==> config.mk <==
export PLATFORM = sky130hd
export DESIGN_NAME = shared_reg_arbiter
export DESIGN_NICKNAME = d
export VERILOG_FILES = /design/src/rtl/shared_reg_pkg.sv /design/src/rtl/rr_pick.sv /design/src/rtl/shared_reg_arbiter.sv
export SDC_FILE = /design/constraint.sdc
export NUM_CORES = 1
export LEC_CHECK = 0
export ABC_AREA = 1
export CORE_MARGIN = 2
export CORE_UTILIZATION = 43
export CTS_CLUSTER_DIAMETER = 40
export DETAILED_ROUTE_END_ITERATION = 6
export PLACE_DENSITY = 0.89
export SLEW_MARGIN = 10
export SYNTH_ARGS = -nofsm -noshare
export SYNTH_HDL_FRONTEND = slang
export SYNTH_SLANG_ARGS = --single-unit
==> constraint.sdc <==
create_clock -name clk -period 6.86 [get_ports clk]
set_clock_uncertainty 0.1 [all_clocks]
set_input_delay 1.715 -clock clk [delete_from_list [all_inputs] [get_ports clk]]
set_output_delay 1.715 -clock clk [all_outputs]
set_load 0.02 [all_outputs]
==> src/rtl/shared_reg_pkg.sv <==
// shared_reg_pkg: FSM state type, default sizes and width helper for shared_reg_arbiter.
package shared_reg_pkg;
    typedef enum logic [1:0] {IDLE = 2'd0, WRITE = 2'd1, ACK = 2'd2} state_t;
    localparam int DEF_NREQ = 4;
    localparam int DEF_DW = 32;
    function automatic int clog2_min1(input int n);
        int r = 1;
        while ((1 << r) < n) r++;
        return r;
    endfunction
endpackage

==> src/rtl/rr_pick.sv <==
// rr_pick: combinational round-robin picker, searches ptr, ptr+1, ... mod NREQ.
module rr_pick #(
    parameter int NREQ = 4,
    parameter int IDW = 2
) (
    input  logic [NREQ-1:0] req,
    input  logic [IDW-1:0]  ptr,
    output logic            valid,
    output logic [IDW-1:0]  idx
);
    logic [2*NREQ-1:0] dbl;
    logic [NREQ-1:0]   rot;
    logic [IDW-1:0]    off;
    logic [IDW:0]      sum;
    // Rotate so bit 0 is the requester at ptr; the first set bit is then the offset from ptr.
    assign dbl = {req, req} >> ptr;
    assign rot = dbl[NREQ-1:0];
    always_comb begin
        valid = |rot;
        off = '0;
        for (int i = NREQ - 1; i >= 0; i--) if (rot[i]) off = IDW'(i);
        sum = {1'b0, ptr} + {1'b0, off};
        idx = (sum >= (IDW + 1)'(NREQ)) ? IDW'(sum - (IDW + 1)'(NREQ)) : IDW'(sum);
    end
endmodule

==> src/rtl/shared_reg_arbiter.sv <==
// shared_reg_arbiter: round-robin write arbiter driving one CE-gated shared register.
// Define SHARED_REG_LOCK_EN to add the lock port for burst writes by the current winner.
module shared_reg_arbiter
    import shared_reg_pkg::*;
#(
    parameter int NREQ = DEF_NREQ,
    parameter int DW = DEF_DW,
    parameter int IDW = clog2_min1(NREQ)
) (
    input  logic             clk,
    input  logic             rst,
    input  logic [NREQ-1:0]  req,
    input  logic [NREQ*DW-1:0] wdata,
`ifdef SHARED_REG_LOCK_EN
    input  logic [NREQ-1:0]  lock,
`endif
    output logic [NREQ-1:0]  ack,
    output logic             reg_ce,
    output logic [DW-1:0]    reg_d,
    output logic             busy,
    output logic [IDW-1:0]   gnt_id
);
    state_t          state;
    logic [IDW-1:0]  ptr, idx, nxt;
    logic            valid, hold;
    logic [DW-1:0]   wd [NREQ];

    for (genvar i = 0; i < NREQ; i++) begin : g_wd
        assign wd[i] = wdata[i*DW +: DW];
    end

    rr_pick #(.NREQ(NREQ), .IDW(IDW)) u_pick (
        .req  (req),
        .ptr  (ptr),
        .valid(valid),
        .idx  (idx)
    );

    assign nxt = (gnt_id == IDW'(NREQ - 1)) ? '0 : gnt_id + 1'b1;
`ifdef SHARED_REG_LOCK_EN
    // Parking the pointer on the holder guarantees it wins the next pick.
    assign hold = lock[gnt_id] & req[gnt_id];
`else
    assign hold = 1'b0;
`endif

    always_ff @(posedge clk) begin
        if (!rst) begin
            state  <= IDLE;
            ack    <= '0;
            reg_ce <= 1'b0;
            reg_d  <= '0;
            busy   <= 1'b0;
            gnt_id <= '0;
            ptr    <= '0;
        end else begin
            case (state)
                IDLE: if (valid) begin
                    reg_d  <= wd[idx];
                    gnt_id <= idx;
                    reg_ce <= 1'b1;
                    busy   <= 1'b1;
                    state  <= WRITE;
                end
                WRITE: begin
                    reg_ce <= 1'b0;
                    ack    <= NREQ'(1) << gnt_id;
                    state  <= ACK;
                end
                ACK: begin
                    ack   <= '0;
                    busy  <= 1'b0;
                    ptr   <= hold ? gnt_id : nxt;
                    state <= IDLE;
                end
                default: state <= IDLE;
            endcase
        end
    end
endmodule

# After elaboration in Yosys (flattened, before gate mapping)
# Cells that the tools add are included.
[word_totals]
regBits = 44
input_bits = 134
out_inout_bits = 40
word_cells = 42
[classes]
add_sub_neg = 3
magnitude_cmp = 2
n_eq_ne = 4
shifts = 2
mux = 15
bitwise = 1
n_reduce_logical = 8
[op_table]
columns = ["operator", "count"]
rows = [
  ["32-bit binary-select mux with 2-bit select", 1],
  ["32-bit 2-to-1 mux", 2],
  ["2-bit 2-to-1 mux", 7],
  ["4-bit one-hot mux with 2 select lines", 1],
  ["8-bit by 2-bit right shift with 4-bit output", 1],
  ["3-bit greater-or-equal comparator, second input constant", 2],
  ["2-bit AND reduction", 3],
  ["2-bit nonzero test", 3],
  ["2-bit equality test, second input constant", 2],
  ["1-bit one-hot mux with 2 select lines", 2],
  ["2-bit one-hot mux with 2 select lines", 1],
  ["4-bit OR reduction", 1],
  ["1-bit by 2-bit << shifter with 4-bit output, first input constant", 1],
  ["2-bit by 2-bit adder with 3-bit output", 1],
  ["2-bit NOT with 3-bit output", 1],
  ["2-bit by 1-bit adder with 2-bit output, second input constant", 1],
  ["2-bit by 1-bit equality test with 1-bit output, second input constant", 1],
  ["2-bit zero test", 1],
  ["2-bit by 1-bit != test with 1-bit output, second input constant", 1],
  ["2-bit by 1-bit subtractor with 2-bit output, second input constant", 1],
  ["1-bit 2-to-1 mux", 1],
]

# Depth between registers and ports, before layout
# Gate-level depths: netlist of run 1.
[depth]
depth_word = 12
ltp_mapped = 16

# Cells and area by module
# Synthesis of run 1 repeated with hierarchy kept, for this count alone.
[unflattened]
cells_unflattened = 481
hier_area_um2 = 2876.5
[modules_own_cells]
columns = ["mod", "instances", "cells_each", "area_per_inst_um2", "seq_area_each_um2"]
rows = [
  ["shared_reg_arbiter", 1, 446, 2711.4, 880.8],
  ["rr_pick", 1, 35, 165.2, 0.0],
]

# Worst setup path after synthesis of run 1
# OpenSTA, ideal clock, no wires.
[synth_path]
path_type = "in2reg"
from = "in req[1]"
to = "reg reg_d[17]"
setup_time_ns = 0.117
t_arrival_ns = 3.494
t_required_ns = 6.643
path_slack_ns = 3.148
stages = 13
n_path_buf = 2
cell_sequence = "nand2_1 nand3_1 nand2_2 nand3_1 a21boi_0 ha_1 buf_2 buf_1 mux2_2 nand3_1 nand2_1 nor2_1 nor2_1"
[synth_via]
elab_chain_cells = 12
elab_cells_between_ends = 15
cone_classes = "2 x add/sub; 1 x order compare; 1 x shift; 8 x mux; 1 x bitwise; 2 x reduce/logical"
[synth_lines]
columns = ["item", "line_no", "rtl"]
rows = [
  ["from (decl)", "shared_reg_arbiter.sv:12", "input logic [NREQ-1:0] req,"],
  ["8-bit by 2-bit right shift with 4-bit output (*)", "rr_pick.sv:16", "assign dbl = {req, req} >> ptr;"],
  ["2-bit 2-to-1 mux (3 in series)", "rr_pick.sv:21", "for (int i = NREQ - 1; i >= 0; i--) if (rot[i]) off = IDW'(i);"],
  ["2-bit 2-to-1 mux (*)", "rr_pick.sv:21", ""],
  ["2-bit by 2-bit adder with 3-bit output (*)", "rr_pick.sv:22", "sum = {1'b0, ptr} + {1'b0, off};"],
  ["3-bit greater-or-equal comparator / 2-bit by 1-bit subtractor with 2-bit output (equally long branches)", "rr_pick.sv:23", "idx = (sum >= (IDW + 1)'(NREQ)) ? IDW'(sum - (IDW + 1)'(NREQ)) : IDW'(sum);"],
  ["2-bit 2-to-1 mux (*)", "rr_pick.sv:23", ""],
  ["via idx[0]", "shared_reg_arbiter.sv:24", "logic [IDW-1:0] ptr, idx, nxt;"],
  ["2-bit NOT with 3-bit output (not written as such) (*)", "shared_reg_arbiter.sv:59", "reg_d <= wd[idx];"],
  ["32-bit binary-select mux with 2-bit select (*)", "shared_reg_arbiter.sv:59", ""],
  ["32-bit 2-to-1 mux (not written as such) (*) (2 in series)", "shared_reg_arbiter.sv:59", ""],
  ["to (signal assigned)", "shared_reg_arbiter.sv:59", ""],
  ["to (decl)", "shared_reg_arbiter.sv:19", "output logic [DW-1:0] reg_d,"],
]
# The timed path passes the listed nets; every way through them passes the cells marked *. The select of a mux whose other input is x is not followed.
# A chain may end at the register's enable or synchronous reset.

# Worst setup path after layout of run 1
[layout_path]
from = "in req[1]"
to = "reg reg_d[5]"
[layout_via]
elab_chain_cells = 12
elab_cells_between_ends = 15
cone_classes = "2 x add/sub; 1 x order compare; 1 x shift; 8 x mux; 1 x bitwise; 2 x reduce/logical"
[layout_lines]
columns = ["item", "line_no"]
rows = [
  ["8-bit by 2-bit right shift with 4-bit output (*)", "rr_pick.sv:16"],
  ["2-bit 2-to-1 mux (4 in series)", "rr_pick.sv:21"],
  ["2-bit by 2-bit adder with 3-bit output", "rr_pick.sv:22"],
  ["3-bit greater-or-equal comparator / 2-bit by 1-bit subtractor with 2-bit output (equally long branches)", "rr_pick.sv:23"],
  ["2-bit 2-to-1 mux", "rr_pick.sv:23"],
  ["2-bit NOT with 3-bit output (not written as such)", "shared_reg_arbiter.sv:59"],
  ["32-bit binary-select mux with 2-bit select", "shared_reg_arbiter.sv:59"],
  ["32-bit 2-to-1 mux (not written as such) (2 in series)", "shared_reg_arbiter.sv:59"],
]
# Every way passes the cells marked *; elsewhere a longest branch is shown, timed or not. The select of a mux whose other input is x is not followed.

==> run summary, run 1 <==
DRT Wirelength: 9230 µm
slowest stage delay, CP: 0.86 ns
Core Area: 7180 µm²
post-DR wirelength/cell: 13.9 µm
GRT overflow: 0
Synth Cell Area: 3150 µm²
CP Class: input pin to flip-flop
CP max FO: 65
Clock power frac: 13.6%
number of global-route vias before repair: 3160
worst-skew pair later-pin latency: 0.28 ns
row cnt: 31
depth of the worst hold-timing path: 2
Worst-path clk slew: 0.08 ns
CTS Buffer Depth: 2
Critical R2R Launch: ptr[0]
Fillers: 590
post-synthesis sequential area ratio: 28.0%
drt drc: 0
R2R Setup Slk: 3.61 ns
DR iter-0 viols: 129
CTS Root Cell: clkbuf_8
Starting Density: 43.9%
Boundary Pins: 174
Worst EP required: 6.99 ns
largest net degree at the start of global routing: 68
Critical Path AT: 4.62 ns
iteration count of the initial detailed-routing pass: 5
Vias per Instance: 5.03
port bufs: 173
max_cap viols: 0
sequential power share: 28.3%
end of the worst register-to-register path: reg_d[5]
first-pass GRT wire length: 13700 µm
GRT Overall Usage: 21.4%
Final period util: 65.4%
final core utilization: 68.2%
number of synthesized flops with an enable pin: 0
Comb pwr share: 58.1%
most used cell, CP: nand3_1
hold crit path type: flip-flop to flip-flop
Ys Warns: 0
Primary FF master, synth: dfxtp_1
Slew @ Worst Pin: 1.20 ns
final slew viol count: 0
setup TNS: 0 ns
Int Pwr: 0.000747 W
Mapped Nets: 558
worst rel slew slack: 19.9%
die area: 8020 µm²
crit path from: req[1]
RSZ-0062 raised after global routing: no
Lkg Pwr: 2.01 nW
CP Launch Type: input pin
Cells after Synth: 415
Unique masters post-synth: 26
average cell area after synthesis: 7.59 µm²
cts bufs inserted: 5
Vias: 3344
peak supply drop: 0.000107 V
Final Hold Vio Count: 0
sw frac: 39.8%
DRT antenna net count: 0
# setup viols final: 0
layout cells sized above 1: 11.1%
initial antenna violation count: 0
Pwr Density: 254 nW/µm²
area grow syn2layout: 55.5%
die width: 89.6 µm
CP endpoint: reg_d[5]
switching power: 0.000494 W
Post-DP HPWL: 6790 µm
CTS-repair resized insts: 0
Setup Buffers After CTS: 0
GP Congestion: 0.796
CTS H-Tree Depth: 2
status: finished clean
Die Y-Extent: 89.6 µm
Max Clk Rate: 223 MHz
flops & latches, synth: 44
slowest CP cell: nand2_2
number of diodes: 0
Worst setup EP type: flip-flop
R2R depth: 14
Hold Buf Count CTS: 0
Synth async-reset ratio: 0%
Total Nets Final: 708
CTS tree: yes
clock sink count: 44
worst-path cell chain: clkdlybuf4s50_1 -> nand2_1 -> nand3_1 -> nand2_2 -> nand3_1 -> a21boi_0 -> ha_4 -> xnor2_1 -> inv_1 -> nand2_2 -> nand3_1 -> nand2_1 -> nor2_1 -> nor2_1
Tmin final: 4.49 ns
-- layer usage --
layer	GRT usage, %	vias up	part of all wire [%]
li1	-	1711	-
met1	23.9	1481	38
met2	40.1	138	53
met3	5.03	14	7.2
met4	5.83	0	1.5
met5	0	-	0
-- worst max-delay path: cells and delay by family --
| family | cells | cell delay [ns] |
|---|---|---|
| AOI/OAI and AO/OA | 1 | 0.31 |
| xor gates and xnor gates | 1 | 0.14 |
| adders and majority gates | 1 | 0.19 |
| buffers and inverters | 2 | 0.51 |
| and+or+nand+nor | 9 | 1.71 |
-- state kept, by name (all words and copies together) (netlist names) --
register / count
reg_d: 32
ack: 4
gnt_id: 2
ptr: 2
state: 2
busy: 1
reg_ce: 1
-- worst min-delay path by stage --
| stage | slack (ns) | start | to |
|---|---|---|---|
| after global placement | 0.36 | ack[0] | ack[0] |
| final | 0.39 | ack[3] | ack[3] |
| after detailed placement | 0.38 | ack[0] | ack[0] |
| after global routing | 0.40 | ack[0] | ack[0] |
| after floorplan | 0.36 | state[1] | state[1] |
| after CTS | 0.39 | ack[0] | ack[0] |
-- cells by family after synthesis --
group	share of synthesized area (%)
multiplexers	21.6
AO/OA/AOI/OAI	14.5
buffers and inverters	8.78
flip-flops	28.0
AND/OR/NAND/NOR	23.2
XOR/XNOR	0.278
adder cells (fa/ha/maj)	3.58
-- power groups by stage --
stage               clock [W]  combinational, W  sequential (W)
global placement            0          0.000703        0.000353
floorplan                   0          0.000424        0.000422
global route         0.000185          0.000788        0.000360
CTS                  0.000171          0.000725        0.000352
finish               0.000168          0.000721        0.000352
detailed placement          0          0.000722        0.000356
-- per-stage QoR --
step | hold WS (ns) | instance area, µm² | worst slack [ns] | instances | total power (W)
after floorplan | 0.360 | 3150 | 3.15 | 415 | 0.000846
after global placement | 0.355 | 4800 | 2.30 | 657 | 0.00106
after detailed placement | 0.376 | 4800 | 2.11 | 657 | 0.00108
after CTS | 0.388 | 4900 | 2.43 | 665 | 0.00125
after global routing | 0.402 | 4900 | 2.12 | 665 | 0.00133
final | 0.386 | 4900 | 2.37 | 665 | 0.00124
-- layout make-up --
| type | count | area (µm²) | area share, % |
|---|---|---|---|
| inverters | 13 | 48.8 | 0.996 |
| multi-input cells | 326 | 2000 | 40.9 |
| flip-flops and latches | 44 | 881 | 18.0 |
| clock inverters | 2 | 10.0 | 0.204 |
| repair buffers | 175 | 1750 | 35.7 |
| clock buffers | 6 | 82.6 | 1.69 |
| well taps | 99 | 124 | 2.53 |
-- layout by cell type (no fill, tap or decap), types with 2 or more instances in the layout --
| cell | count |
|---|---|
| ha_1 | 8 |
| o21ai_1 | 3 |
| nor2_1 | 66 |
| nand3_1 | 44 |
| clkdlybuf4s50_1 | 173 |
| clkbuf_8 | 6 |
| buf_4 | 2 |
| o21ai_0 | 36 |
| nand2_2 | 6 |
| a21oi_2 | 5 |
| inv_1 | 9 |
| dfxtp_1 | 44 |
| mux2i_1 | 32 |
| nand3_2 | 2 |
| a21oi_1 | 37 |
| clkinv_2 | 2 |
| nand2_4 | 2 |
| inv_2 | 4 |
| mux2_2 | 32 |
| nand2_1 | 47 |
-- cell usage after synthesis (6+ instances only) --
library cell,number,share of area (%)
dfxtp_1,44,28
ha_1,9,3.6
inv_1,9,1.1
mux2i_1,32,10
buf_4,7,1.7
buf_6,10,3.6
nand2_1,47,5.6
nand3_1,44,7.0
mux2_2,32,11
o21ai_0,36,5.7
a21oi_1,37,5.9
clkbuf_1,6,0.72
nand2_2,6,1.2
nor2_1,66,7.9
Power figures use the tool's default switching activity.
==> run 2: changes to the inputs <==
Settings changed: CORE_UTILIZATION 43 to 36, PLACE_DENSITY 0.89 to 0.8.
Clock period 6.86 ns to 3.8 ns, I/O delays scaled along.
==> run 2 against run 1 <==
  * Cell area up 2.9%
  * Count of clock-buffer cells in the layout down 1
  * Via count up 1.9%
  * Sequential share of layout area down 0.50 points
  * Flip-flop and latch count unchanged
  * Register-to-register slack worse by 2.6 ns
  * First-iteration DRC count down 26%
  * Highest routed layer unchanged
  * Critical path depth down 1
  * Final cell count up 3.3%
  * Global-route usage down 1.9 points
  * Sequential power up 80%
==> run summary, run 2 (synthesis results as in run 1) <==
status: finished clean
setup TNS: 0 ns
Tmin final: 3.31 ns
storage element area: 881 µm²
RSZ-0062 raised after global routing: no
final slew viol count: 0
GP Congestion: 0.803
Worst-path clk slew: 0.08 ns
area grow syn2layout: 60.0%
Crit path max-delay family: simple AND/OR/NAND/NOR gates
Die Y-Extent: 97.5 µm
Post-DP Area: 4930 µm²
end of the worst register-to-register path: reg_d[23]
initial antenna violation count: 0
CTS-repair resized insts: 0
design area: 5040 µm²
most used cell, CP: nand3_1
Max Clk Rate: 302 MHz
DRT Wirelength: 9510 µm
GRT overflow: 0
die area: 9510 µm²
largest net degree at the start of global routing: 45
Final period util: 87.0%
Fillers: 821
Largest register FFs: 32
peak supply drop: 0.000197 V
slowest CP cell: clkdlybuf4s50_1
Post-DP HPWL: 7340 µm
Final Non-Filler Cells: 687
clock sink count: 44
row cnt: 34
worst-skew pair later-pin latency: 0.29 ns
largest register by flop count: reg_d
Total Nets Final: 721
commonest non-fill, non-tap cell in the layout: clkdlybuf4s50_1
R2R depth: 13
Vias: 3407
Critical R2R Launch: ptr[0]
Boundary Pins: 174
Core Area: 8590 µm²
Final Hold Vio Count: 0
Largest regs: reg_d x32, ack x4
CP Launch Type: input pin
CTS Buffer Depth: 2
GR Util met2: 36.1%
CTS tree: yes
crit path from: req[1]
Stages on worst setup path: 13
Pwr Density: 466 nW/µm²
die width: 97.5 µm
Hold Buf Count CTS: 0
met3 usage: 4.89%
CP endpoint: reg_d[23]
layout cells sized above 1: 13.1%
R2R Setup Slk: 1.02 ns
iteration count of the initial detailed-routing pass: 4
placed insts: 679
Lkg Pwr: 2.08 nW
most frequent cells in the layout: clkdlybuf4s50_1, nor2_1, nand2_1, nand3_1, dfxtp_1
Critical Path AT: 3.39 ns
Setup Buffers After CTS: 0
CP Class: input pin to flip-flop
DRT antenna net count: 0
max_cap viols: 0
CP max FO: 26
cts bufs inserted: 5
DR iter-0 viols: 96
Starting Density: 36.6%
multi-input gate area in the final layout: 2000 µm²
hold crit path type: flip-flop to flip-flop
CTS Root Cell: clkbuf_8
met1 Usage GRT: 21.5%
first-pass GRT wire length: 15600 µm
worst path bufs/invs: 2
port bufs: 173
gr busiest metal: met2
Worst EP required: 3.88 ns
Vias per Instance: 4.96
worst rel slew slack: 68.7%
number of diodes: 0
slowest stage delay, CP: 0.44 ns
Worst setup EP type: flip-flop
GRT Overall Usage: 19.5%
# setup viols final: 0
number of global-route vias before repair: 3404
Slew @ Worst Pin: 0.469 ns
worst-path cell chain: clkdlybuf4s50_1 -> nand2_1 -> nand3_1 -> nand2_2 -> nand3_1 -> a21boi_0 -> ha_4 -> buf_12 -> mux2_2 -> nand3_1 -> nand2_1 -> nor2_1 -> nor2_1
drt drc: 0
post-DR wirelength/cell: 13.8 µm
CTS H-Tree Depth: 2
## run 2: cell types whose count changed in the layout (fill, tap and decap cells not counted)
cell and change:
clkinv_2 -1, clkinvlp_4 +1, clkbuf_8 -1, buf_12 +1, buf_4 +12, bufinv_16 +1
## run 2: final cells by class
cell class / count / area share (%)
clock buffer: 5 / 1.37
clock inverter: 3 / 0.845
inverter: 13 / 0.969
multi-input combinational: 326 / 39.8
sequential: 44 / 17.5
tap: 108 / 2.68
timing repair buffer: 188 / 36.9
## run 2: routing by layer
| layer | up-vias | wire length, µm | part of all wire [%] |
|---|---|---|---|
| li1 | 1734 | - | - |
| met1 | 1533 | 3820 | 40 |
| met2 | 123 | 4900 | 51 |
| met3 | 17 | 621 | 6.5 |
| met4 | 0 | 174 | 1.8 |
| met5 | - | 0 | 0 |
## run 2: stage by stage
step / setup WS (ns) / hold slack [ns] / util (%) / power (W)
finish: 0.494 / 0.371 / 58.6 / 0.00235
global route: 0.333 / 0.404 / 58.6 / 0.00252
CTS: 0.493 / 0.371 / 58.6 / 0.00237
detailed placement: 0.184 / 0.359 / 57.3 / 0.00200
global placement: 0.326 / 0.355 / 57.3 / 0.00197
floorplan: 0.853 / 0.360 / - / 0.00153
## run 2: worst min-delay path by stage
stage                   from  endpoint  slack, ns  cells past startpoint
CTS                   ack[3]    ack[3]       0.37                      2
detailed placement    ack[3]    ack[3]       0.36                      2
global route          ack[3]    ack[3]       0.40                      2
global placement      ack[1]    ack[1]       0.35                      2
finish                ack[3]    ack[3]       0.37                      2
floorplan           state[1]  state[1]       0.36                      2
## run 2: tightest hold or removal path: cells and delay by family, from the launching register on
family,cells,cell delay [ns]
compound gates,1,0.05
flops,1,0.32
simple gates,1,0.06
## run 2: power breakdown
group          internal [W]  total [W]  switching (W)
Combinational      0.000677    0.00136       0.000682
Sequential         0.000571   0.000633      0.0000619
Clock              0.000195   0.000354       0.000160
Total               0.00144    0.00235       0.000903
==> run 3: changes to the inputs <==
Settings changed: TNS_END_PERCENT set to 50.
==> results of run 3 <==
No change in the layout: final DEF, timing and power equal those of run 2.
